==> src/rtl/mux8_scan_ctrl.sv <==
// Scan controller for an 8:1 mux: steps sel through all channels,
// waits SETTLE cycles per channel, samples Y and emits one 8-bit word per scan.
//
// Ports:
//   clk, rst_n            clock, synchronous active-low reset
//   start, cont           begin a scan (IDLE only) / auto-restart at completion
//   sel, mux_y            mux select out, mux output in
//   busy                  scan in progress
//   data, data_valid      assembled word (data[k] = sample at sel==k) + valid
//   data_ready            consumer accept
//   overrun               sticky: unconsumed word overwritten
module mux8_scan_ctrl #(
  parameter int unsigned SETTLE    = 2,
  parameter bit          MSB_FIRST = 1'b0
) (
  input  logic       clk,
  input  logic       rst_n,
  input  logic       start,
  input  logic       cont,
  output logic [2:0] sel,
  input  logic       mux_y,
  output logic       busy,
  output logic [7:0] data,
  output logic       data_valid,
  input  logic       data_ready,
  output logic       overrun
);

  typedef enum logic {
    IDLE = 1'b0,
    SCAN = 1'b1
  } state_t;

  localparam logic [2:0] FIRST   = MSB_FIRST ? 3'd7 : 3'd0;
  localparam logic [2:0] LAST    = MSB_FIRST ? 3'd0 : 3'd7;
  localparam logic [3:0] CNT_MAX = 4'(SETTLE - 1);

  state_t     state_q, state_d;
  logic [2:0] sel_q, sel_d;
  logic [3:0] cnt_q, cnt_d;
  logic [7:0] acc_q, acc_d;
  logic [7:0] data_q, data_d;
  logic       valid_q, valid_d;
  logic       busy_q, busy_d;
  logic       ovr_q, ovr_d;

  logic [7:0] acc_merged;

  always_comb begin
    acc_merged        = acc_q;
    acc_merged[sel_q] = mux_y;
  end

  always_comb begin
    state_d = state_q;
    sel_d   = sel_q;
    cnt_d   = cnt_q;
    acc_d   = acc_q;
    data_d  = data_q;
    valid_d = valid_q;
    busy_d  = busy_q;
    ovr_d   = ovr_q;

    // Accept first; a completion below on the same edge re-asserts valid.
    if (valid_q && data_ready) valid_d = 1'b0;

    unique case (state_q)
      IDLE: begin
        sel_d  = 3'd0;
        busy_d = 1'b0;
        if (start) begin
          state_d = SCAN;
          busy_d  = 1'b1;
          ovr_d   = 1'b0;
          sel_d   = FIRST;
          cnt_d   = 4'd0;
          acc_d   = 8'h00;
        end
      end
      SCAN: begin
        if (cnt_q == CNT_MAX) begin
          cnt_d = 4'd0;
          acc_d = acc_merged;
          if (sel_q == LAST) begin
            data_d  = acc_merged;
            valid_d = 1'b1;
            if (valid_q && !data_ready) ovr_d = 1'b1;
            acc_d = 8'h00;
            if (cont) begin
              sel_d = FIRST;
            end else begin
              state_d = IDLE;
              busy_d  = 1'b0;
              sel_d   = 3'd0;
            end
          end else begin
            sel_d = MSB_FIRST ? sel_q - 3'd1 : sel_q + 3'd1;
          end
        end else begin
          cnt_d = cnt_q + 4'd1;
        end
      end
      default: state_d = IDLE;
    endcase
  end

  always_ff @(posedge clk) begin
    if (!rst_n) begin
      state_q <= IDLE;
      sel_q   <= 3'd0;
      cnt_q   <= 4'd0;
      acc_q   <= 8'h00;
      data_q  <= 8'h00;
      valid_q <= 1'b0;
      busy_q  <= 1'b0;
      ovr_q   <= 1'b0;
    end else begin
      state_q <= state_d;
      sel_q   <= sel_d;
      cnt_q   <= cnt_d;
      acc_q   <= acc_d;
      data_q  <= data_d;
      valid_q <= valid_d;
      busy_q  <= busy_d;
      ovr_q   <= ovr_d;
    end
  end

  assign sel        = sel_q;
  assign busy       = busy_q;
  assign data       = data_q;
  assign data_valid = valid_q;
  assign overrun    = ovr_q;

endmodule

==> config.mk <==
export PLATFORM = sky130hd
export DESIGN_NAME = mux8_scan_ctrl
export DESIGN_NICKNAME = d
export VERILOG_FILES = /design/src/rtl/mux8_scan_ctrl.sv
export SDC_FILE = /design/constraint.sdc
export NUM_CORES = 1
export LEC_CHECK = 0
export ABC_AREA = 1
export CAP_MARGIN = 20
export CORE_MARGIN = 2
export CORE_UTILIZATION = 35
export CTS_CLUSTER_DIAMETER = 100
export DETAILED_ROUTE_END_ITERATION = 10
export DONT_BUFFER_PORTS = 1
export PLACE_DENSITY = 0.52
export REMOVE_ABC_BUFFERS = 1
export SKIP_CTS_REPAIR_TIMING = 1
export SYNTH_ARGS = -nofsm -noshare
export SYNTH_HDL_FRONTEND = slang
export SYNTH_SLANG_ARGS = --single-unit
==> constraint.sdc <==
create_clock -name clk -period 1.45 [get_ports clk]
set_input_delay 0 -clock clk [delete_from_list [all_inputs] [get_ports clk]]
set_output_delay 0 -clock clk [all_outputs]
set_load 0.01 [all_outputs]
==> impl_metrics.toml <==
[run_status]
outcome = "complete, but fails checks"
violations = "hold timing"

[route]
wl_per_cell_um = 13.2
ant_nets = 0
via_count = 1247
viasPerCell = 5.13
drc = 0
drtIter0Drc = 73
wl_um = 3200
drt_pass1_iterations = 4

[yosys]
seq_area_frac_synth_pct = 40.2
ys_ff_latch = 27
ys.warnings.count = 0
syn_inst = 184
synth_area_um2 = 1350
synthDistinctLibCells = 22
synth.avg_cell_area_um2 = 7.31

[floorplan]
die_w_um = 66.0
ios = 20
start_util_pct = 36.5
fp.dieH_um = 66.0
fp.dieArea_um2 = 4350
coreArea_um2 = 3690
row_count = 22

[global_routing]
overflow = 0
met2_usage_pct = 27.0
use_met1_pct = 20.2
antenna_found_initial = 0
grt_busiest_layer = "met2"
use_met3_pct = 3.41
grtUsageTotal_pct = 16.3
grt_pass1_vias = 1218
grt_start_max_net_pins = 19
grt_pass1_wl_um = 5440

[place]
dpl.hpwl_um = 2340
portBuffers = 0
place.gp.congestion = 0.738
pre_cts_slack_ns = 0.0743

[setup_path]
cp.required_ns = 1.63
crit_buf_inv = 2
crit_family = "adder cells"
path_common_cell = "ha_1"
cpMaxStageDelayCell = "dfxtp_1"
critPathMaxFanout = 5
arrival_ns = 1.51
critPathKind = "flip-flop to flip-flop"
startpoint_type = "flip-flop"
crit_path_max_incr_delay_ns = 0.33
endpoint_kind = "flip-flop"
crit_chain = "ha_1, ha_1, inv_2, nor2_8, buf_12, o21bai_1, nor2_1"

[sta]
rsz0062_at_grt = "false"
fmax_ghz = 0.754
worstMarginPinSlew_ns = 0.624
whs_ns = -0.0113
fin_skew_ns = 0.00698
setup_ws_ns = 0.123
finalMaxSlewViolations = 0
relSlewSlack_pct = 58.4
setup_viol = 0
fin_crit_sh_pct = 91.5
hold_viol = 2
finalCriticalPeriod_ns = 1.33

[final_layout]
nets = 207
antennaDiodeCount = 0
syn2layout_area_growth_pct = 15.3
drive_gt1_share_pct = 14.4

[cts]
cts_tree = "built"
cts.sinks = 27
htree_num_levels = 1
cts_buffer_depth = 2
cts-buffers-inserted = 3
clkSlewWorstSetupHoldPaths_ns = 0.10
ctsRootBufferMaster = "clkbuf_8"
insertion_delay_ns = 0.28

[power]
leakagePower_nw = 0.718
p_total_mw = 1.34
vdd_ir_drop_max_mv = 0.524
power.density_nw_per_um2 = 864

[hold_path]
hold_path.class = "input pin to flip-flop"

[run]
drv_cap = 0
## worst reg2reg max path, stage by stage (launching register included)
cell and delay, ns:
dfxtp_1 0.33, ha_1 0.21, ha_1 0.19, inv_2 0.12
nor2_8 0.06, buf_12 0.13, o21bai_1 0.13, nor2_1 0.06
## metal layers
metal  part of all wire [%]  wire (um)  vias to the layer above
li1                       -          -                      629
met1                     46       1470                      579
met2                     46       1470                       28
met3                    4.6        148                       11
met4                    3.5        113                        0
met5                      0          0                        -
## through the flow
step / std cells / setup TNS [ns] / cell area [um^2] / hold slack [ns] / util, %
finish: 243 / 0 / 1550 / -0.0113 / 42.1
floorplan: 175 / -0.263 / 1300 / 0.123 / -
global route: 243 / 0 / 1550 / 0.0172 / 42.1
global placement: 232 / 0 / 1430 / 0.138 / 38.6
detailed placement: 232 / 0 / 1430 / 0.140 / 38.6
CTS: 236 / 0 / 1470 / -0.160 / 40.0
## synthesized netlist by cell type
master | number | area [um^2]
ha_1 | 5 | 62.6
buf_2 | 5 | 25.0
a21oi_1 | 14 | 70.1
inv_1 | 12 | 45.0
inv_4 | 1 | 6.26
nor2_4 | 1 | 11.3
dfxtp_1 | 27 | 541
nand4_1 | 7 | 43.8
nor3_1 | 3 | 15.0
nand2_1 | 46 | 173
nand3_1 | 19 | 95.1
o21bai_1 | 8 | 60.1
inv_2 | 2 | 7.51
nor2_1 | 19 | 71.3
nor2_8 | 1 | 20.0
a31oi_1 | 1 | 6.26
nor2_2 | 1 | 6.26
buf_6 | 1 | 11.3
clkbuf_1 | 3 | 11.3
a21oi_2 | 3 | 26.3
o21ai_0 | 4 | 20.0
nand3_4 | 1 | 17.5
## layout by cell type, fill, tap and decap left out
cell	count
nand2_1	46
dfxtp_1	27
nand3_1	19
nor2_1	19
a21oi_1	14
inv_1	11
buf_4	11
o21bai_1	8
nand4_1	7
o21ai_0	4
ha_1	4
dlygate4sd3_1	4
inv_2	3
nor3_1	3
a21oi_2	3
clkbuf_8	3
nor2_2	1
nand3_4	1
nor2_4	1
nor2_8	1
inv_4	1
a31oi_1	1
ha_2	1
clkinvlp_4	1
buf_12	1
## final timing paths
path | start | end | slack [ns] | cells after the start
max | sel[0] | data[1] | 0.12 | 7
min | mux_y | acc_q[0] | -0.01 | 4
max reg2reg | sel[0] | data[1] | 0.12 | 7
min reg2reg | acc_q[6] | acc_q[6] | 0.49 | 2
## flip-flops by register name, summed over array words and instances (netlist names)
| signal | flops |
|---|---|
| acc_q | 8 |
| busy | 1 |
| cnt_q | 4 |
| data | 8 |
| data_valid | 1 |
| overrun | 1 |
| sel | 3 |
| state_q | 1 |
## logic make-up after synthesis
kind of cell / count (synthesis) / share of synthesized area (%)
DFF: 27 / 40.2
and+or+nand+nor: 98 / 33.7
AOI/OAI and AO/OA: 30 / 13.6
adders and majority gates: 5 / 4.65
buffers and inverters: 24 / 7.91
## cell type report
type / count / area (um^2)
fill: 399 / 2140
sequential: 27 / 541
timing repair buffer: 16 / 143
tap: 48 / 60.1
clock inverter: 1 / 7.51
inverter: 15 / 58.8
multi-input combinational: 133 / 701
clock buffer: 3 / 41.3
## where the power goes
group / switching, mW / internal, mW
Sequential: 0.0127 / 0.753
Combinational: 0.0812 / 0.0503
Clock: 0.248 / 0.195
Total: 0.342 / 0.999
(Power assumes the default switching activity.)
